==> config.mk <==
export PLATFORM = sky130hd
export DESIGN_NAME = ftdi_fifo_bridge
export DESIGN_NICKNAME = d
export VERILOG_FILES = /design/src/rtl/ftdi_fifo_bridge.sv
export SDC_FILE = /design/constraint.sdc
export NUM_CORES = 1
export LEC_CHECK = 0
export ABC_AREA = 0
export BUFFER_PORTS_ARGS = -buffer_cell sky130_fd_sc_hd__buf_2
export CORE_MARGIN = 5
export CORE_UTILIZATION = 50
export DETAILED_ROUTE_END_ITERATION = 10
export PLACE_DENSITY = 0.71
export SYNTH_ARGS = -nofsm -noshare
export SYNTH_HDL_FRONTEND = slang
export SYNTH_SLANG_ARGS = --single-unit
export TNS_END_PERCENT = 20
==> constraint.sdc <==
create_clock -name clk_i -period 3.7 [get_ports clk_i]
set_input_delay 0.185 -clock clk_i [delete_from_list [all_inputs] [get_ports clk_i]]
set_output_delay 0.185 -clock clk_i [all_outputs]
set_load 0.02 [all_outputs]
==> src/rtl/ftdi_fifo_bridge.sv <==
`timescale 1ns/1ps
// FT245-style async FIFO bridge: buffered TX/RX byte streams to FTDI pins,
// per-phase RD#/WR#/SIWU# timing, fair RX/TX arbitration, idle SIWU# flush.
// Ports: clk_i/rst_ni; FTDI pins ftdi_*; TX stream tx_*; RX stream rx_*;
// tx_level_o/rx_level_o report buffer occupancy (0..DEPTH).
module ftdi_fifo_bridge #(
  parameter int TX_DEPTH  = 16,
  parameter int RX_DEPTH  = 16,
  parameter int RD_PULSE  = 4,
  parameter int WR_SETUP  = 2,
  parameter int WR_PULSE  = 3,
  parameter int RECOVER   = 4,
  parameter int SIWU_IDLE = 0,
  parameter int CNT_W     = 8
) (
  input  logic                      clk_i,
  input  logic                      rst_ni,
  input  logic                      ftdi_rxf_ni,
  input  logic                      ftdi_txe_ni,
  input  logic [7:0]                ftdi_d_i,
  output logic [7:0]                ftdi_d_o,
  output logic                      ftdi_d_oe_o,
  output logic                      ftdi_rd_no,
  output logic                      ftdi_wr_no,
  output logic                      ftdi_siwu_no,
  input  logic [7:0]                tx_data_i,
  input  logic                      tx_valid_i,
  output logic                      tx_ready_o,
  output logic [7:0]                rx_data_o,
  output logic                      rx_valid_o,
  input  logic                      rx_ready_i,
  output logic [$clog2(TX_DEPTH):0] tx_level_o,
  output logic [$clog2(RX_DEPTH):0] rx_level_o
);
  localparam int TAW = $clog2(TX_DEPTH);
  localparam int RAW = $clog2(RX_DEPTH);

  localparam logic [2:0] S_IDLE = 3'd0;
  localparam logic [2:0] S_RX   = 3'd1;
  localparam logic [2:0] S_TXS  = 3'd2;
  localparam logic [2:0] S_TXP  = 3'd3;
  localparam logic [2:0] S_TXH  = 3'd4;
  localparam logic [2:0] S_REC  = 3'd5;
  localparam logic [2:0] S_SIWU = 3'd6;

  localparam logic [CNT_W-1:0] C_ONE  = CNT_W'(1);
  localparam logic [CNT_W-1:0] C_RD   = CNT_W'(RD_PULSE - 1);
  localparam logic [CNT_W-1:0] C_WS   = CNT_W'(WR_SETUP - 1);
  localparam logic [CNT_W-1:0] C_WP   = CNT_W'(WR_PULSE - 1);
  localparam logic [CNT_W-1:0] C_REC  = CNT_W'(RECOVER - 1);
  localparam logic [CNT_W-1:0] C_SIWU = CNT_W'(SIWU_IDLE);
  localparam logic [TAW:0]     TX_FULL = (TAW+1)'(TX_DEPTH);
  localparam logic [RAW:0]     RX_FULL = (RAW+1)'(RX_DEPTH);
  localparam logic             SIWU_EN = (SIWU_IDLE != 0);

  logic [1:0]       r_rxf_sync, r_txe_sync;
  logic [7:0]       r_tx_mem [TX_DEPTH];
  logic [7:0]       r_rx_mem [RX_DEPTH];
  logic [TAW-1:0]   r_tx_wp, r_tx_rp;
  logic [RAW-1:0]   r_rx_wp, r_rx_rp;
  logic [TAW:0]     r_tx_lvl;
  logic [RAW:0]     r_rx_lvl;
  logic [2:0]       r_state;
  logic [CNT_W-1:0] r_cnt, r_idle;
  logic             r_rd_n, r_wr_n, r_siwu_n, r_oe, r_last_tx, r_sent;
  logic [7:0]       r_dout;

  logic w_rxf, w_txe, w_idle, w_rx_ok, w_tx_ok;
  logic w_grant_rx, w_grant_tx, w_siwu_go, w_idle_cnt;
  logic w_tx_push, w_tx_pop, w_rx_push, w_rx_pop;

  assign w_rxf = r_rxf_sync[1];
  assign w_txe = r_txe_sync[1];
  assign w_idle = (r_state == S_IDLE);
  assign w_rx_ok = ~w_rxf & (r_rx_lvl < RX_FULL);
  assign w_tx_ok = ~w_txe & (r_tx_lvl != '0);
  // On a tie the side that did not win last time gets the bus.
  assign w_grant_rx = w_idle & w_rx_ok & (~w_tx_ok | r_last_tx);
  assign w_grant_tx = w_idle & w_tx_ok & (~w_rx_ok | ~r_last_tx);
  assign w_siwu_go = SIWU_EN & w_idle & ~w_rx_ok & ~w_tx_ok & r_sent
                   & (r_tx_lvl == '0) & (r_idle == C_SIWU) & ~w_tx_push;
  assign w_idle_cnt = w_idle & r_sent & (r_tx_lvl == '0) & (r_idle != C_SIWU);

  assign tx_ready_o = (r_tx_lvl != TX_FULL);
  assign rx_valid_o = (r_rx_lvl != '0);
  assign rx_data_o  = r_rx_mem[r_rx_rp];
  assign tx_level_o = r_tx_lvl;
  assign rx_level_o = r_rx_lvl;

  assign w_tx_push = tx_valid_i & tx_ready_o;
  assign w_tx_pop  = w_grant_tx;
  assign w_rx_push = (r_state == S_RX) & (r_cnt == C_RD);
  assign w_rx_pop  = rx_valid_o & rx_ready_i;

  assign ftdi_rd_no   = r_rd_n;
  assign ftdi_wr_no   = r_wr_n;
  assign ftdi_siwu_no = r_siwu_n;
  assign ftdi_d_oe_o  = r_oe;
  assign ftdi_d_o     = r_dout;

  always_ff @(posedge clk_i or negedge rst_ni) begin
    if (!rst_ni) begin
      r_rxf_sync <= 2'b11;
      r_txe_sync <= 2'b11;
    end else begin
      r_rxf_sync <= {r_rxf_sync[0], ftdi_rxf_ni};
      r_txe_sync <= {r_txe_sync[0], ftdi_txe_ni};
    end
  end

  // Storage arrays carry no reset; pointers and levels define validity.
  always_ff @(posedge clk_i) begin
    if (w_tx_push) r_tx_mem[r_tx_wp] <= tx_data_i;
    if (w_rx_push) r_rx_mem[r_rx_wp] <= ftdi_d_i;
  end

  always_ff @(posedge clk_i or negedge rst_ni) begin
    if (!rst_ni) begin
      r_tx_wp  <= '0;
      r_tx_rp  <= '0;
      r_tx_lvl <= '0;
      r_rx_wp  <= '0;
      r_rx_rp  <= '0;
      r_rx_lvl <= '0;
    end else begin
      if (w_tx_push) r_tx_wp <= r_tx_wp + TAW'(1);
      if (w_tx_pop)  r_tx_rp <= r_tx_rp + TAW'(1);
      if (w_rx_push) r_rx_wp <= r_rx_wp + RAW'(1);
      if (w_rx_pop)  r_rx_rp <= r_rx_rp + RAW'(1);
      unique case ({w_tx_push, w_tx_pop})
        2'b10:   r_tx_lvl <= r_tx_lvl + (TAW+1)'(1);
        2'b01:   r_tx_lvl <= r_tx_lvl - (TAW+1)'(1);
        default: r_tx_lvl <= r_tx_lvl;
      endcase
      unique case ({w_rx_push, w_rx_pop})
        2'b10:   r_rx_lvl <= r_rx_lvl + (RAW+1)'(1);
        2'b01:   r_rx_lvl <= r_rx_lvl - (RAW+1)'(1);
        default: r_rx_lvl <= r_rx_lvl;
      endcase
    end
  end

  // Flush countdown: restarts on any write strobe or new TX byte.
  always_ff @(posedge clk_i or negedge rst_ni) begin
    if (!rst_ni) begin
      r_idle <= '0;
      r_sent <= 1'b0;
    end else begin
      if (w_tx_push || r_state == S_TXP) r_idle <= '0;
      else if (w_idle_cnt)               r_idle <= r_idle + C_ONE;
      if (w_grant_tx) r_sent <= 1'b1;
      else if (r_state == S_SIWU && r_cnt == C_WP) r_sent <= 1'b0;
    end
  end

  always_ff @(posedge clk_i or negedge rst_ni) begin
    if (!rst_ni) begin
      r_state   <= S_IDLE;
      r_cnt     <= '0;
      r_rd_n    <= 1'b1;
      r_wr_n    <= 1'b1;
      r_siwu_n  <= 1'b1;
      r_oe      <= 1'b0;
      r_dout    <= 8'h00;
      r_last_tx <= 1'b1;
    end else begin
      r_cnt <= r_cnt + C_ONE;
      unique case (r_state)
        S_IDLE: begin
          r_cnt <= '0;
          if (w_grant_rx) begin
            r_state   <= S_RX;
            r_rd_n    <= 1'b0;
            r_last_tx <= 1'b0;
          end else if (w_grant_tx) begin
            r_state   <= S_TXS;
            r_oe      <= 1'b1;
            r_dout    <= r_tx_mem[r_tx_rp];
            r_last_tx <= 1'b1;
          end else if (w_siwu_go) begin
            r_state  <= S_SIWU;
            r_siwu_n <= 1'b0;
          end
        end
        S_RX: if (r_cnt == C_RD) begin
          r_rd_n  <= 1'b1;
          r_state <= S_REC;
          r_cnt   <= '0;
        end
        S_TXS: if (r_cnt == C_WS) begin
          r_wr_n  <= 1'b0;
          r_state <= S_TXP;
          r_cnt   <= '0;
        end
        S_TXP: if (r_cnt == C_WP) begin
          r_wr_n  <= 1'b1;
          r_state <= S_TXH;
          r_cnt   <= '0;
        end
        S_TXH: begin
          r_oe    <= 1'b0;
          r_state <= S_REC;
          r_cnt   <= '0;
        end
        S_REC: if (r_cnt == C_REC) begin
          r_state <= S_IDLE;
          r_cnt   <= '0;
        end
        S_SIWU: if (r_cnt == C_WP) begin
          r_siwu_n <= 1'b1;
          r_state  <= S_REC;
          r_cnt    <= '0;
        end
        default: begin
          r_state <= S_IDLE;
          r_cnt   <= '0;
        end
      endcase
    end
  end
endmodule

== After elaboration in Yosys (flattened, before gate mapping) ==
Memories as Yosys holds them, arrays and structs flattened. A register that Yosys moved wholly into a read port is not among the register bits.
Index checks and enable logic that the tools add are counted.

* Register bits after elaboration: 45
* Bits in writable memories: 256
* Input bits: 22
* Output and inout port bits: 32
* Word-level logic and storage cells: 112
* Memories: 2

{| class="wikitable"
|+ Memory list
! name !! depth !! width !! rd ports !! clocked after memory_dff !! write ports !! line !! RTL
|-
| r_rx_mem || 16 || 8 || 1 || 0 || 1 || 58 || <nowiki>logic [7:0] r_rx_mem [RX_DEPTH];</nowiki>
|-
| r_tx_mem || 16 || 8 || 1 || 1 || 1 || 57 || <nowiki>logic [7:0] r_tx_mem [TX_DEPTH];</nowiki>
|}

* Add/subtract/negate cells: 9
* Magnitude comparators: 1
* Eq/ne operators: 23
* Mux-type cells: 28
* Bitwise logic cells: 17
* Reduce and logical (&&, ||, !) cells: 18

{| class="wikitable"
|+ Operators by type and width
! cell !! count
|-
| $mux 8 || 3
|-
| $pmux 8 s3 || 1
|-
| $mux 3 || 7
|-
| $pmux 3 s7 || 1
|-
| $pmux 5 s2 || 2
|-
| $add 4x1->4 const B || 4
|-
| $eq 8x2->1 const B || 2
|-
| $reduce_and 3->1 || 4
|-
| $reduce_bool 2->1 || 6
|-
| $mux 1 || 11
|-
| $add 5x1->5 const B || 2
|-
| $ne 2x1->1 const B || 5
|-
| $reduce_bool 5->1 || 2
|-
| $sub 5x1->5 const B || 2
|-
| $and 1x1->1 || 9
|-
| $eq 3x3->1 const B || 3
|-
| $add 8x1->8 const B || 1
|-
| $eq 8x1->1 const B || 1
|-
| $eq 3x2->1 const B || 2
|-
| $ne 2x2->1 const B || 3
|-
| $not 1->1 || 6
|-
| $pmux 1 s2 || 3
|-
| $reduce_and 6->1 || 1
|-
| $lt 5x5->1 const B || 1
|-
| other kinds (10) || 14
|}

== Depth between registers and ports, before layout ==
* Word-level depth: 8
* Depth in mapped cells: 14

== Least setup slack after synthesis ==
No wires, ideal clock.

* Kind: reg2reg
* Start: reg r_tx_lvl[2] (netlist: tx_level_o[2])
* End: reg r_tx_lvl[4] (netlist: tx_level_o[4])
* Setup time: 0.123 ns
* Data arrival time: 2.835 ns
* Data required time: 3.577 ns
* Setup slack: 0.742 ns
* Stages on the path, launching flop included: 15
* Buffers on the path: 4
* Clock period less this slack: 2.958 ns
* Path through: dfrtp_1 > clkbuf_1 > nor4_4 > a21oi_1 > and3_1 > buf_6 > buf_2 > ha_1 > clkbuf_1 > xor2_1 > ha_1 > o211a_1 > o31ai_1 > a31oi_1 > xnor2_1

* Longest elaborated chain between the ends: 6

{| class="wikitable"
|+ RTL lines
! item !! line !! RTL
|-
| start: declaration || 61 || <nowiki>logic [TAW:0] r_tx_lvl;</nowiki>
|-
| start signal: assignment || 131 || <nowiki>2'b10: r_tx_lvl <= r_tx_lvl + (TAW+1)'(1);</nowiki>
|-
| start signal: assignment || 132 || <nowiki>2'b01: r_tx_lvl <= r_tx_lvl - (TAW+1)'(1);</nowiki>
|-
| start signal: assignment || 133 || <nowiki>default: r_tx_lvl <= r_tx_lvl;</nowiki>
|-
| $reduce_bool 5->1 * || 76 || <nowiki>assign w_tx_ok = ~w_txe & (r_tx_lvl != '0);</nowiki>
|-
| $and 1x1->1 * || 76 ||
|-
| $and 1x1->1 * (2 in series) || 79 || <nowiki>assign w_grant_tx = w_idle & w_tx_ok & (~w_rx_ok | ~r_last_tx);</nowiki>
|-
| named net w_grant_tx || 69 || <nowiki>logic w_grant_rx, w_grant_tx, w_siwu_go, w_idle_cnt;</nowiki>
|-
| $eq 2x1->1 / $eq 2x2->1 (equally long branches) || 130 || <nowiki>unique case ({w_tx_push, w_tx_pop})</nowiki>
|-
| $pmux 5 s2 / $reduce_bool 2->1 (equally long branches) || n/a ||
|}

Mark *: on every way through the listed nets, which the timed path passes. The rest lies on a longest branch.
A chain may end at the register's enable or synchronous reset.

== Worst setup path in the final report ==
* Start: reg r_cnt[3]
* End: reg r_rx_lvl[4] (netlist: rx_level_o[4])

* Longest elaborated chain between the ends: 4

{| class="wikitable"
|+ RTL lines
! item !! line !! RTL
|-
| start: declaration || 64 || <nowiki>logic [CNT_W-1:0] r_cnt, r_idle;</nowiki>
|-
| start signal: assignment || 167 || <nowiki>r_cnt <= r_cnt + C_ONE;</nowiki>
|-
| $eq 8x2->1 * || 92 || <nowiki>assign w_rx_push = (r_state == S_RX) & (r_cnt == C_RD);</nowiki>
|-
| $and 1x1->1 * || 92 ||
|-
| $eq 2x1->1 / $eq 2x2->1 (equally long branches) || 135 || <nowiki>unique case ({w_rx_push, w_rx_pop})</nowiki>
|-
| $pmux 5 s2 / $reduce_bool 2->1 (equally long branches) || n/a ||
|-
| end signal: assignment || 136 || <nowiki>2'b10: r_rx_lvl <= r_rx_lvl + (RAW+1)'(1);</nowiki>
|-
| end signal: assignment || 137 || <nowiki>2'b01: r_rx_lvl <= r_rx_lvl - (RAW+1)'(1);</nowiki>
|-
| end signal: assignment || 138 || <nowiki>default: r_rx_lvl <= r_rx_lvl;</nowiki>
|-
| end: declaration || 62 || <nowiki>logic [RAW:0] r_rx_lvl;</nowiki>
|}

Mark *: on every way between the ends. The rest lies on a longest branch, timed or not.

==> results.yml <==
outcome:
  status: "finished, final reports clean"
clock_tree:
  clockBufferDepth: 3
  clock_latency_ps: 550
  cts.htree.levels: 1
  cts_buffers: 31
  cts_sinks: 309
  ctsHoldBuffers: 6
  cts_resized: 0
  path_clk_slew_ps: 60
  post_cts_buffers: 0
  clock-root-buffer: "clkbuf_16"
  cts_tree: "done"
floorplan:
  coreArea_um2: 25000
  die_x_um: 169
  row_count: 58
  dieArea_um2: 28400
  die_h_um: 169
  start_util_pct: 50.4
  io-pin-count: 54
sta:
  skew_ps: 8.23
  finalCritPeriodShare_pct: 85.2
  fmax_mhz: 317
  hold_viol_final: 0
  rsz0062_at_grt: "false"
  finalSetupViolCount: 0
  period_minus_slack_ps: 3150
  tightestPinTransition_ps: 932
  slew_violations: 0
  setup-tns-final_ps: 0
  max_slew_margin_pct: 37.7
global_route:
  grt_pass1_wl_um: 37900
  grt_max_degree: 34
  grt_pass1_vias: 6605
  antenna_found_initial: 0
  grt.overflow.total: 0
  grt_usage_pct: 17.1
cells_and_area:
  final_layout_size_suffix_gt1_share_pct: 28.1
  syn_to_final_growth_pct: 13.1
  seq_area_um2: 9020
  num-fill-cells: 1889
  final_nets: 784
  mostFrequentLayoutCells: "edfxtp_1, mux4_2, buf_2"
  multi_input_area_um2: 3310
  final_common_cell: "edfxtp_1"
  antennaDiodeCount: 0
worst_setup_path:
  r2r_start: "r_cnt[3]$_DFF_PN0_"
  critical-path-max-stage-delay_ps: 440
  endpoint_kind: "flip-flop"
  crit_arrival_ps: 3580
  setup.worst_path.class: "flip-flop to flip-flop"
  critPathBufInv: 1
  crit_chain: "nor4_4 -> and2_4 -> and4_1 -> inv_4 -> ha_1 -> fa_1 -> a21o_1 -> a21oi_1 -> xor2_1 -> nor2_1 -> xor2_1"
  rr_endpoint: "rx_level_o[4]$_DFFE_PN0P_"
  slowest_stage: "dfrtp_1"
  ff2ff_path_depth: 11
  cp.required_ps: 4130
  path_max_fanout: 7
  cp-start-kind: "flip-flop"
  ff2ff_setup_slack_ps: 550
  path_delay_family: "simple AND/OR/NAND/NOR gates"
  cpMostUsedCell: "xor2_1"
yosys:
  synth_edf_count: 256
  yosys_most_used_dff: "edfxtp_1"
  syn-cell-area_um2: 12600
  ys_types: 50
  synth_nets: 713
  ys_warn_count: 0
  syn_inst: 669
  synth-seq-cells: 309
  avgSynthCellArea_um2: 18.8
  yosysSeqAreaShare_pct: 71.7
  ys_async_sr_fraction_pct: 17.2
power:
  sw_frac_of_total_pct: 31.2
  comb_power_share_pct: 28.1
  finalPower_w: 0.0107
  p_switching_w: 0.00332
  ir_drop_uv: 434
  pwr-share-clk_pct: 27.6
  p_per_area_nw_per_um2: 749
  p_int_w: 0.00733
  p_leak_nw: 4.90
  seqPwrFrac_pct: 44.2
detailed_routing:
  wl_per_cell_um: 22.0
  drt_iter0_drc: 483
  drc: 0
  dr_total_vias: 6283
  vias_per_cell: 5.74
  dr.pass1.iters: 4
  ant_nets: 0
  wirelength_um: 24100
place:
  hpwl_um: 15800
  finalWeightedCongestion: 0.793
  io_buffer_count: 52
worst_hold_path:
  min_to: "r_rx_mem[9][1]$_DFFE_PP_"
  hold_class: "input pin to flip-flop"
  min_path_cells: 1
  hp-start: "ftdi_d_i[1]"
job:
  maxCapViolations: 0
-- power by group through the flow --
stage	Combinational, W	Sequential (W)	Clock [W]
2_1_floorplan	0.00236	0.00458	0
3_3_place_gp	0.00291	0.00476	0
3_5_place_dp	0.00301	0.00479	0
4_1_cts	0.00304	0.00473	0.00301
5_1_grt	0.00324	0.00479	0.00316
6_report	0.00300	0.00471	0.00295
-- worst register-to-register path: cells and delay by family (launching register included) --
kind                     cells  cell delay [ps]
adder cells (fa/ha/maj)      2              740
buffers and inverters        1              100
AND/OR/NAND/NOR              4             1050
flip-flops                   1              440
XOR/XNOR                     2              320
AO/OA/AOI/OAI                2              380
-- kinds of logic (layout without fill, tap and decap cells) --
kind of cell    after synthesis  after routing  share of synthesized area [%]
flops                       309            309                           71.7
compound gates               53             53                           3.18
simple gates                115            115                           4.73
mux                          86             86                           14.1
fa+ha+maj                    22             22                           2.25
other cells                   1              1                         0.0298
xor+xnor                     29             29                           2.02
buf+inv                      54            149                           2.04
-- routing by layer --
layer / routed length [um] / global-route usage (%) / vias up
met4: 607 / 4.45 / 0
met5: 0 / 0 / -
met3: 1130 / 2.48 / 41
li1: - / - / 2770
met2: 12400 / 29.6 / 172
met1: 9890 / 23.2 / 3300
-- how the worst max path moves through the flow --
stage | from | end | slack, ps | cells after the start
2_1_floorplan | tx_level_o[2]$_DFFE_PN0P_ | tx_level_o[4]$_DFFE_PN0P_ | 740 | 14
3_3_place_gp | r_cnt[3]$_DFF_PN0_ | rx_level_o[4]$_DFFE_PN0P_ | 680 | 11
3_5_place_dp | r_cnt[3]$_DFF_PN0_ | rx_level_o[4]$_DFFE_PN0P_ | 570 | 11
4_1_cts | r_rx_rp[0]$_DFFE_PN0P_ | rx_data_o[6] | 540 | 4
5_1_grt | r_cnt[3]$_DFF_PN0_ | rx_level_o[4]$_DFFE_PN0P_ | 320 | 11
6_report | r_cnt[3]$_DFF_PN0_ | rx_level_o[4]$_DFFE_PN0P_ | 550 | 11
-- synthesized netlist by cell type (3+ instances only) --
cell type / count / share of area, %
nor3_1: 7 / 0.28
nand2b_1: 5 / 0.25
nand4_1: 4 / 0.20
dfrtp_1: 46 / 9.1
xor2_1: 12 / 0.84
buf_2: 8 / 0.32
a21oi_1: 11 / 0.44
nor2_1: 46 / 1.4
inv_1: 14 / 0.42
buf_6: 3 / 0.27
dfstp_2: 7 / 1.5
xnor2_1: 17 / 1.2
o22ai_1: 8 / 0.40
buf_4: 5 / 0.30
and2_1: 10 / 0.50
nand2_1: 21 / 0.63
nand3_1: 6 / 0.24
clkbuf_1: 16 / 0.48
a221oi_2: 8 / 0.95
edfxtp_1: 256 / 61
a31oi_1: 5 / 0.25
mux2_2: 5 / 0.45
mux4_2: 72 / 13
ha_1: 21 / 2.1
nor4_1: 5 / 0.25
mux2i_1: 8 / 0.64
o21ai_0: 10 / 0.40
buf_1: 7 / 0.21
-- through the flow --
| stage | area, um^2 | setup WS [ps] | util (%) | hold WS, ps | std cells |
|---|---|---|---|---|---|
| finish | 14200 | 546 | 57.0 | 17.6 | 1094 |
| global route | 14200 | 320 | 57.0 | 4.08 | 1094 |
| CTS | 14200 | 540 | 57.0 | 4.04 | 1094 |
| detailed placement | 13200 | 573 | 52.9 | 270 | 1031 |
| global placement | 13200 | 682 | 52.9 | 251 | 1031 |
| floorplan | 12600 | 742 | - | -111 | 669 |
-- state kept, by name, indices dropped and copies added (netlist names), 3 cells and up --
register    count
r_rx_mem      128
r_cnt           8
ftdi_d_o        8
r_tx_rp         4
r_rx_wp         4
r_tx_mem      128
rx_level_o      5
r_rx_rp         4
r_tx_wp         4
r_state         3
tx_level_o      5
-- layout make-up --
cell class              count  area share [%]
clock buffers              41            5.86
multi-input cells         306            23.2
repair buffers             77            3.25
well taps                 330            2.90
clock inverters            16           0.915
flip-flops and latches    309            63.4
inverters                  15           0.413
No activity file was read; power rests on OpenSTA's default activity.
